$ cat src/rtl/sweep_capture_ctrl.sv
// Sweep capture controller: steps the MMCM through num_steps frequencies and captures
// SAMPLES FIFO results per step into BRAM, checking them against a golden ROM.
module sweep_capture_ctrl #(
  parameter int AddrWL  = 11,
  parameter int DataW   = 18,
  parameter int StepW   = 5,
  parameter int SAMPLES = 2**AddrWL,
  parameter int CLR_CYC = 8,
  parameter int TIMEOUT = 4096,
  parameter int ErrW    = AddrWL + 1
) (
  input  logic              clk,
  input  logic              nrst,
  input  logic              start,
  input  logic [StepW-1:0]  num_steps,
  input  logic              mmcm_lock,
  output logic              step_req,
  output logic              dut_en,
  output logic              fifo_clear,
  input  logic              fifo_empty,
  output logic              fifo_rd_en,
  input  logic [DataW-1:0]  fifo_dout,
  output logic              bram_write_en,
  output logic [AddrWL-1:0] bram_address_write,
  output logic [DataW-1:0]  bram_din,
  output logic [AddrWL-1:0] gold_addr,
  input  logic [DataW-1:0]  gold_data,
  output logic              res_valid,
  output logic [StepW-1:0]  res_step,
  output logic [ErrW-1:0]   res_err_count,
  output logic [AddrWL-1:0] res_first_err,
  output logic [1:0]        res_status,
  output logic              busy,
  output logic              done
);

  // Sample counters need one extra bit so that SAMPLES == 2**AddrWL is representable.
  localparam int CntW = AddrWL + 1;
  localparam int ClrW = $clog2(CLR_CYC + 1);
  localparam int ToW  = $clog2(TIMEOUT + 1);
  localparam logic [CntW-1:0] SampN    = CntW'(SAMPLES);
  localparam logic [CntW-1:0] SampLast = CntW'(SAMPLES - 1);
  localparam logic [ClrW-1:0] ClrLast  = ClrW'(CLR_CYC - 1);
  localparam logic [ToW-1:0]  ToLast   = ToW'(TIMEOUT - 1);

  localparam logic [1:0] StOk      = 2'b00;
  localparam logic [1:0] StTimeout = 2'b01;
  localparam logic [1:0] StLock    = 2'b10;

  typedef enum logic [2:0] {
    S_IDLE, S_CLEAR, S_LOCK_WAIT, S_RUN, S_FLUSH, S_REPORT, S_STEP, S_DONE
  } state_t;

  state_t             state_q, state_d;
  logic [StepW-1:0]   nsteps_q, nsteps_d;
  logic [StepW-1:0]   step_q, step_d;
  logic [ClrW-1:0]    clr_cnt_q, clr_cnt_d;
  logic [ToW-1:0]     idle_cnt_q, idle_cnt_d;
  logic               flush_q, flush_d;
  logic [CntW-1:0]    rd_cnt_q, rd_cnt_d;
  logic [CntW-1:0]    wr_cnt_q, wr_cnt_d;
  logic               wr_en_q, wr_en_d;
  logic [AddrWL-1:0]  wr_addr_q, wr_addr_d;
  logic [ErrW-1:0]    err_cnt_q, err_cnt_d;
  logic [AddrWL-1:0]  first_err_q, first_err_d;
  logic               first_seen_q, first_seen_d;
  logic [1:0]         status_q, status_d;
  logic               res_valid_q, res_valid_d;
  logic [StepW-1:0]   res_step_q, res_step_d;
  logic [ErrW-1:0]    res_err_q, res_err_d;
  logic [AddrWL-1:0]  res_first_q, res_first_d;
  logic [1:0]         res_status_q, res_status_d;
  logic               step_req_q, step_req_d;
  logic               dut_en_q, dut_en_d;
  logic               fifo_clear_q, fifo_clear_d;
  logic               busy_q, busy_d;
  logic               done_q, done_d;

  logic               rd_en;
  logic               mismatch;
  logic [StepW:0]     step_inc;

  // Reads are gated by lock so nothing new enters the pipeline in the lock-loss exit cycle.
  assign rd_en    = (state_q == S_RUN) && !fifo_empty && (rd_cnt_q < SampN) && mmcm_lock;
  assign mismatch = wr_en_q && (fifo_dout != gold_data);
  assign step_inc = {1'b0, step_q} + (StepW + 1)'(1);

  always_comb begin
    state_d      = state_q;
    nsteps_d     = nsteps_q;
    step_d       = step_q;
    clr_cnt_d    = clr_cnt_q;
    idle_cnt_d   = idle_cnt_q;
    flush_d      = flush_q;
    rd_cnt_d     = rd_cnt_q;
    wr_cnt_d     = wr_cnt_q;
    err_cnt_d    = err_cnt_q;
    first_err_d  = first_err_q;
    first_seen_d = first_seen_q;
    status_d     = status_q;
    res_step_d   = res_step_q;
    res_err_d    = res_err_q;
    res_first_d  = res_first_q;
    res_status_d = res_status_q;
    res_valid_d  = 1'b0;
    step_req_d   = 1'b0;
    done_d       = 1'b0;

    // Write/compare stage runs regardless of state so aborted steps still retire their reads.
    wr_en_d   = rd_en;
    wr_addr_d = rd_en ? rd_cnt_q[AddrWL-1:0] : wr_addr_q;
    if (rd_en) begin
      rd_cnt_d = rd_cnt_q + CntW'(1);
    end
    if (wr_en_q) begin
      wr_cnt_d = wr_cnt_q + CntW'(1);
    end
    if (mismatch) begin
      if (err_cnt_q != '1) begin
        err_cnt_d = err_cnt_q + ErrW'(1);
      end
      if (!first_seen_q) begin
        first_seen_d = 1'b1;
        first_err_d  = wr_addr_q;
      end
    end

    case (state_q)
      S_IDLE: begin
        if (start) begin
          nsteps_d  = (num_steps == '0) ? StepW'(1) : num_steps;
          step_d    = '0;
          clr_cnt_d = '0;
          state_d   = S_CLEAR;
        end
      end
      S_CLEAR: begin
        rd_cnt_d     = '0;
        wr_cnt_d     = '0;
        err_cnt_d    = '0;
        first_err_d  = '0;
        first_seen_d = 1'b0;
        if (clr_cnt_q == ClrLast) begin
          state_d = S_LOCK_WAIT;
        end else begin
          clr_cnt_d = clr_cnt_q + ClrW'(1);
        end
      end
      S_LOCK_WAIT: begin
        idle_cnt_d = '0;
        if (mmcm_lock) begin
          state_d = S_RUN;
        end
      end
      S_RUN: begin
        idle_cnt_d = rd_en ? '0 : idle_cnt_q + ToW'(1);
        flush_d    = 1'b0;
        if (wr_en_q && (wr_cnt_q == SampLast)) begin
          status_d = StOk;
          state_d  = S_FLUSH;
        end else if (!mmcm_lock) begin
          status_d = StLock;
          state_d  = S_FLUSH;
        end else if (!rd_en && (idle_cnt_q == ToLast)) begin
          status_d = StTimeout;
          state_d  = S_FLUSH;
        end
      end
      S_FLUSH: begin
        // Second flush cycle: the last compare has landed in err_cnt_q.
        if (flush_q) begin
          res_valid_d  = 1'b1;
          res_step_d   = step_q;
          res_err_d    = err_cnt_q;
          res_first_d  = first_err_q;
          res_status_d = status_q;
          state_d      = S_REPORT;
        end else begin
          flush_d = 1'b1;
        end
      end
      S_REPORT: begin
        if (step_inc < {1'b0, nsteps_q}) begin
          step_req_d = 1'b1;
          state_d    = S_STEP;
        end else begin
          done_d  = 1'b1;
          state_d = S_DONE;
        end
      end
      S_STEP: begin
        if (!mmcm_lock) begin
          step_d    = step_inc[StepW-1:0];
          clr_cnt_d = '0;
          state_d   = S_CLEAR;
        end
      end
      S_DONE: begin
        state_d = S_IDLE;
      end
      default: begin
        state_d = S_IDLE;
      end
    endcase

    dut_en_d     = (state_d == S_RUN);
    fifo_clear_d = (state_d == S_CLEAR);
    busy_d       = (state_d != S_IDLE);
  end

  always_ff @(posedge clk or negedge nrst) begin
    if (!nrst) begin
      state_q      <= S_IDLE;
      nsteps_q     <= '0;
      step_q       <= '0;
      clr_cnt_q    <= '0;
      idle_cnt_q   <= '0;
      flush_q      <= 1'b0;
      rd_cnt_q     <= '0;
      wr_cnt_q     <= '0;
      wr_en_q      <= 1'b0;
      wr_addr_q    <= '0;
      err_cnt_q    <= '0;
      first_err_q  <= '0;
      first_seen_q <= 1'b0;
      status_q     <= '0;
      res_valid_q  <= 1'b0;
      res_step_q   <= '0;
      res_err_q    <= '0;
      res_first_q  <= '0;
      res_status_q <= '0;
      step_req_q   <= 1'b0;
      dut_en_q     <= 1'b0;
      fifo_clear_q <= 1'b0;
      busy_q       <= 1'b0;
      done_q       <= 1'b0;
    end else begin
      state_q      <= state_d;
      nsteps_q     <= nsteps_d;
      step_q       <= step_d;
      clr_cnt_q    <= clr_cnt_d;
      idle_cnt_q   <= idle_cnt_d;
      flush_q      <= flush_d;
      rd_cnt_q     <= rd_cnt_d;
      wr_cnt_q     <= wr_cnt_d;
      wr_en_q      <= wr_en_d;
      wr_addr_q    <= wr_addr_d;
      err_cnt_q    <= err_cnt_d;
      first_err_q  <= first_err_d;
      first_seen_q <= first_seen_d;
      status_q     <= status_d;
      res_valid_q  <= res_valid_d;
      res_step_q   <= res_step_d;
      res_err_q    <= res_err_d;
      res_first_q  <= res_first_d;
      res_status_q <= res_status_d;
      step_req_q   <= step_req_d;
      dut_en_q     <= dut_en_d;
      fifo_clear_q <= fifo_clear_d;
      busy_q       <= busy_d;
      done_q       <= done_d;
    end
  end

  assign step_req           = step_req_q;
  assign dut_en             = dut_en_q;
  assign fifo_clear         = fifo_clear_q;
  assign fifo_rd_en         = rd_en;
  assign gold_addr          = rd_cnt_q[AddrWL-1:0];
  assign bram_write_en      = wr_en_q;
  assign bram_address_write = wr_addr_q;
  assign bram_din           = wr_en_q ? fifo_dout : '0;
  assign res_valid          = res_valid_q;
  assign res_step           = res_step_q;
  assign res_err_count      = res_err_q;
  assign res_first_err      = res_first_q;
  assign res_status         = res_status_q;
  assign busy               = busy_q;
  assign done               = done_q;

endmodule

$ cat config.mk
export PLATFORM = sky130hd
export DESIGN_NAME = sweep_capture_ctrl
export DESIGN_NICKNAME = d
export VERILOG_FILES = /design/src/rtl/sweep_capture_ctrl.sv
export SDC_FILE = /design/constraint.sdc
export NUM_CORES = 1
export LEC_CHECK = 0
export BUFFER_PORTS_ARGS = -buffer_cell sky130_fd_sc_hd__buf_4
export CORE_UTILIZATION = 61
export CTS_BUF_LIST = sky130_fd_sc_hd__clkbuf_2
export DETAILED_ROUTE_END_ITERATION = 16
export HOLD_SLACK_MARGIN = 0.06
export MAX_ROUTING_LAYER = met4
export PLACE_DENSITY = 0.85
export SYNTH_ARGS = -nofsm -noshare
export SYNTH_HDL_FRONTEND = slang
export SYNTH_SLANG_ARGS = --single-unit
$ cat constraint.sdc
create_clock -name clk -period 5.75 [get_ports clk]
set_input_delay 1.15 -clock clk [delete_from_list [all_inputs] [get_ports clk]]
set_output_delay 1.15 -clock clk [all_outputs]
set_load 0.005 [all_outputs]
======== Word level (Yosys, flattened, before mapping) ========
Index checks and enable logic that the tools add are counted.
storage, ports and cells
  flip-flop bits (word level) ............. 129
  latch bits .............................. 0
  RAM bits ................................ 0
  memory bits (read-only) ................. 0
  bits of input ports ..................... 46
  output and inout port bits .............. 78
  logic and storage cells ................. 120
  memories ................................ 0
cells by class
  add/sub/neg operators ................... 6
  multiply operators ...................... 0
  divide/modulo/power cells ............... 0
  order comparisons ....................... 2
  eq/ne operators ......................... 19
  shifts and indexed selects .............. 0
  muxes and demuxes ....................... 43
  bitwise gates (word level) .............. 0
  reduce and logical (&&, ||, !) cells .... 26
operators with widths
  operator                                                                  count
  12-bit 2-to-1 mux                                                         7
  12-bit by 1-bit adder with 12-bit output (second input constant)          3
  11-bit 2-to-1 mux                                                         3
  13-bit case mux with 2 select lines                                       1
  3-bit 2-to-1 mux                                                          8
  3-bit case mux with 8 select lines                                        1
  18-bit 2-to-1 mux                                                         1
  18-bit inequality test                                                    1
  5-bit 2-to-1 mux                                                          3
  2-bit nonzero test                                                        7
  13-bit by 1-bit adder with 13-bit output (second input constant)          1
  13-bit by 12-bit equality test with 1-bit output (second input constant)  1
  13-bit 2-to-1 mux                                                         1
  12-bit by 11-bit equality test with 1-bit output (second input constant)  1
  3-bit equality test (second input constant)                               4
  12-bit less-than comparator (second input constant)                       1
  4-bit 2-to-1 mux                                                          3
  12-bit inequality test (second input constant)                            1
  4-bit case mux with 3 select lines                                        1
  5-bit case mux with 2 select lines                                        1
  2-bit AND reduction                                                       5
  3-bit by 2-bit equality test with 1-bit output (second input constant)    3
  1-bit 2-to-1 mux                                                          9
  5-bit by 1-bit adder with 6-bit output (second input constant)            1
  16 further kinds                                                          28

======== Longest topological paths before layout ========
  depth after elaboration ................. 11
  gate-level depth with buffers ........... 10
  mapped depth without buffers ............ 10

======== Worst setup path before layout ========
OpenSTA, ideal clock, no wires.
  path type ............................... input-to-output
  start point ............................. input fifo_empty
  end point ............................... output fifo_rd_en
  data arrival time ....................... 1.967 ns
  slack ................................... 2.633 ns
  stages .................................. 4
  path buffers ............................ 1
  cell sequence ........................... nor3b_4 -> nand2_2 -> clkinv_1 -> clkbuf_1
on the way
  word-level cells in the longest chain between the ends .. 4
RTL lines
  item                            line  text
  start, declared                 20    input logic fifo_empty,
  1-bit zero test                 84    assign rd_en = (state_q == S_RUN) && !fifo_empty && (rd_cnt_q < SampN) && mmcm_lock;
  1-bit logical AND (3 in a row)  84
  end, declared                   21    output logic fifo_rd_en,
No other way between the ends.

======== Final worst setup path ========
  start point ............................. register state_q[2]
  end point ............................... output fifo_rd_en
on the way
  word-level cells in the longest chain between the ends .. 4
RTL lines
  item                                            line  text
  start, declared                                 54    state_t state_q, state_d;
  start signal, assigned                          238   state_q <= state_d;
  3-bit by 2-bit equality test with 1-bit output  84
  1-bit logical AND (3 in a row)                  84
No other way between the ends.

==> flow_summary.json <==
{
  "final.setup.tns_ps": 0,
  "final_common_cell": "dfrtp_1",
  "ys_seq_area_share_pct": 51.0,
  "synth_ff_type": "dfrtp_1",
  "final_cell_mix": "129 x dfrtp_1, 126 x buf_4, 88 x nand2_1, 53 x nor2_1, 41 x o21ai_0",
  "hp-class": "reg2reg",
  "start_kind": "flip-flop",
  "rows": 36,
  "cts_tree": "yes",
  "crit_arrival_ps": 2670,
  "synth_enable_flop_cells": 0,
  "path_class": "reg2out",
  "worst_pin_slew_ps": 968,
  "cts_buffers": 17,
  "groute.usage.overall_pct": 27.8,
  "max-vdd-ir-drop_mv": 0.228,
  "postSynthAreaPerCell_sq_um": 10.2,
  "slowest_delay_ps": 630,
  "powerDensity_nw_per_um2": 315,
  "cts_root_buffer": "clkbuf_2",
  "cts_buffer_depth": 2,
  "syn_area_sq_um": 6330,
  "clk_pin_slew_ps": 180,
  "syn_inst": 621,
  "fp.dieH_um": 104,
  "grt_setup_unrepaired": "no",
  "yosysUniqueCellTypes": 67,
  "period_minus_slack_ps": 3820,
  "crit_fanout": 19,
  "hpwlAfterDp_mm": 9.76,
  "path_cells": "and3b_1 -> nand2_2 -> clkinv_1 -> buf_4",
  "start_util_pct": 63.9,
  "cp-end-kind": "output pin",
  "cp.required_ps": 4600,
  "pre_cts_slack_ps": 2140,
  "slowest_stage": "dfrtp_1",
  "finClkSkew_ps": 38.1,
  "grt_pass1_wl_mm": 23.3,
  "timing.final.hold_violations": 0,
  "power_mw": 2.36,
  "power.leakage_nw": 3.71,
  "ys_seq_elements": 129,
  "slew_viol_final": 0,
  "drt-initial-drc-count": 213,
  "drtAntennaViolNets": 0,
  "period_share_pct": 66.5,
  "cts_resized": 0,
  "cap_violations": 0,
  "async_flop_share_pct": 100,
  "holdBufCountCts": 0,
  "synth_warnings": 0,
  "slew_headroom_pct": 35.3,
  "drive_gt1_share_pct": 28.8,
  "clock.fmax_ghz": 0.262,
  "coreArea_sq_um": 9910,
  "area_growth_pct": 18.7,
  "drt_pass1_iterations": 5,
  "vias_per_cell": 5.61,
  "die_area_sq_um": 10800,
  "placed_area_sq_um": 7250,
  "overflow": 0,
  "nets": 787,
  "n_antenna_cell": 0,
  "clock_latency_ps": 680,
  "finalSetupViolCount": 0,
  "drt-total-wl_mm": 13.8,
  "grt_max_degree": 79,
  "place.port_buffers": 123,
  "drcViolationCount": 0,
  "io_pins": 124,
  "grt_pass1_vias": 4788,
  "antenna_found_initial": 0,
  "worst_slack_ps": 1930,
  "htreeDepth": 4,
  "final_util_pct": 75.8,
  "syn-num-nets": 677,
  "wl_per_cell_um": 15.7,
  "status": "finished clean",
  "finalInstanceArea_sq_um": 7510,
  "num_vias": 4922,
  "cts_sinks": 129,
  "gp_congestion": 0.836,
  "postCtsSetupRepairBufs": 0,
  "die_x_um": 104
}
## through the flow
step                      hold slack, ps  std cells
after global routing                 525        877
final                                514        877
after global placement               467        845
after CTS                            510        877
after floorplan                      445        621
after detailed placement             491        845
## path summary, 6_finish.rpt
path	end	slack (ps)	startpoint	depth (start not counted)
max	fifo_rd_en	1930	state_q[2]$_DFF_PN0_	4
min	idle_cnt_q[11]$_DFFE_PN0P_	510	idle_cnt_q[11]$_DFFE_PN0P_	1
max reg2reg	clr_cnt_q[2]$_DFFE_PN0P_	3060	state_q[0]$_DFF_PN0_	7
min reg2reg	idle_cnt_q[11]$_DFFE_PN0P_	510	idle_cnt_q[11]$_DFFE_PN0P_	1
max in group asynchronous	state_q[2]$_DFF_PN0_	3920	nrst	2
min in group asynchronous	nsteps_q[2]$_DFFE_PN0P_	580	nrst	1
## per-layer routing
layer	track usage (%)	part of all wire (%)
met4	7.96	1.5
met2	44.3	51
met5	-	0
met1	36.0	43
met3	6.02	4.3
## registers in the layout, indices dropped and copies added, names as in the netlist, 3 cells and up
name                flops
step_q                  5
state_q                 3
clr_cnt_q               4
res_step                5
err_cnt_q              12
res_err_count          12
wr_cnt_q               12
bram_address_write     11
idle_cnt_q             13
rd_cnt_q               12
res_first_err          11
first_err_q            11
nsteps_q                5
## power by group
group / total, mW / switching (mW) / internal [mW]
logic: 0.633 / 0.362 / 0.270
clock network: 0.603 / 0.357 / 0.246
registers: 1.13 / 0.114 / 1.01
total: 2.36 / 0.834 / 1.53
## layout make-up
type,count,area (sq um)
flip-flops and latches,129,3230
multi-input cells,444,2860
fillers,705,2400
repair buffers,126,946
clock inverters,15,180
well taps,133,166
clock buffers,17,85.1
inverters,13,48.8
## critical path, delay by kind of cell, from the launching register on
family / cells / cell delay, ps
DFF: 1 / 630
buffers and inverters: 2 / 770
and+or+nand+nor: 2 / 620
## synthesized netlist by cell type (9+ instances only)
library cell	instances	area share [%]
xor2_1	29	4.0
buf_4	11	1.3
dfrtp_1	129	51
nor4_1	9	0.89
and2_1	19	1.9
ha_1	10	2.0
nand3_1	35	2.8
mux2_2	31	5.5
nor2_1	54	3.2
inv_1	12	0.71
o21ai_0	41	3.2
xnor2_1	18	2.5
nand2_1	88	5.2
clkbuf_1	17	1.0
a21oi_1	17	1.3
## kinds of logic (layout without fill, tap and decap cells)
| kind of cell | count (synthesis) | in the layout | synth area share [%] |
|---|---|---|---|
| AND/OR/NAND/NOR | 261 | 261 | 20.7 |
| flip-flops | 129 | 129 | 51.0 |
| AO/OA/AOI/OAI | 93 | 93 | 9.84 |
| buffers and inverters | 48 | 171 | 4.13 |
| XOR/XNOR | 47 | 47 | 6.50 |
| multiplexers | 33 | 33 | 5.83 |
| adder cells (fa/ha/maj) | 10 | 10 | 1.98 |
Note: power is estimated with default switching activity, not from simulation.
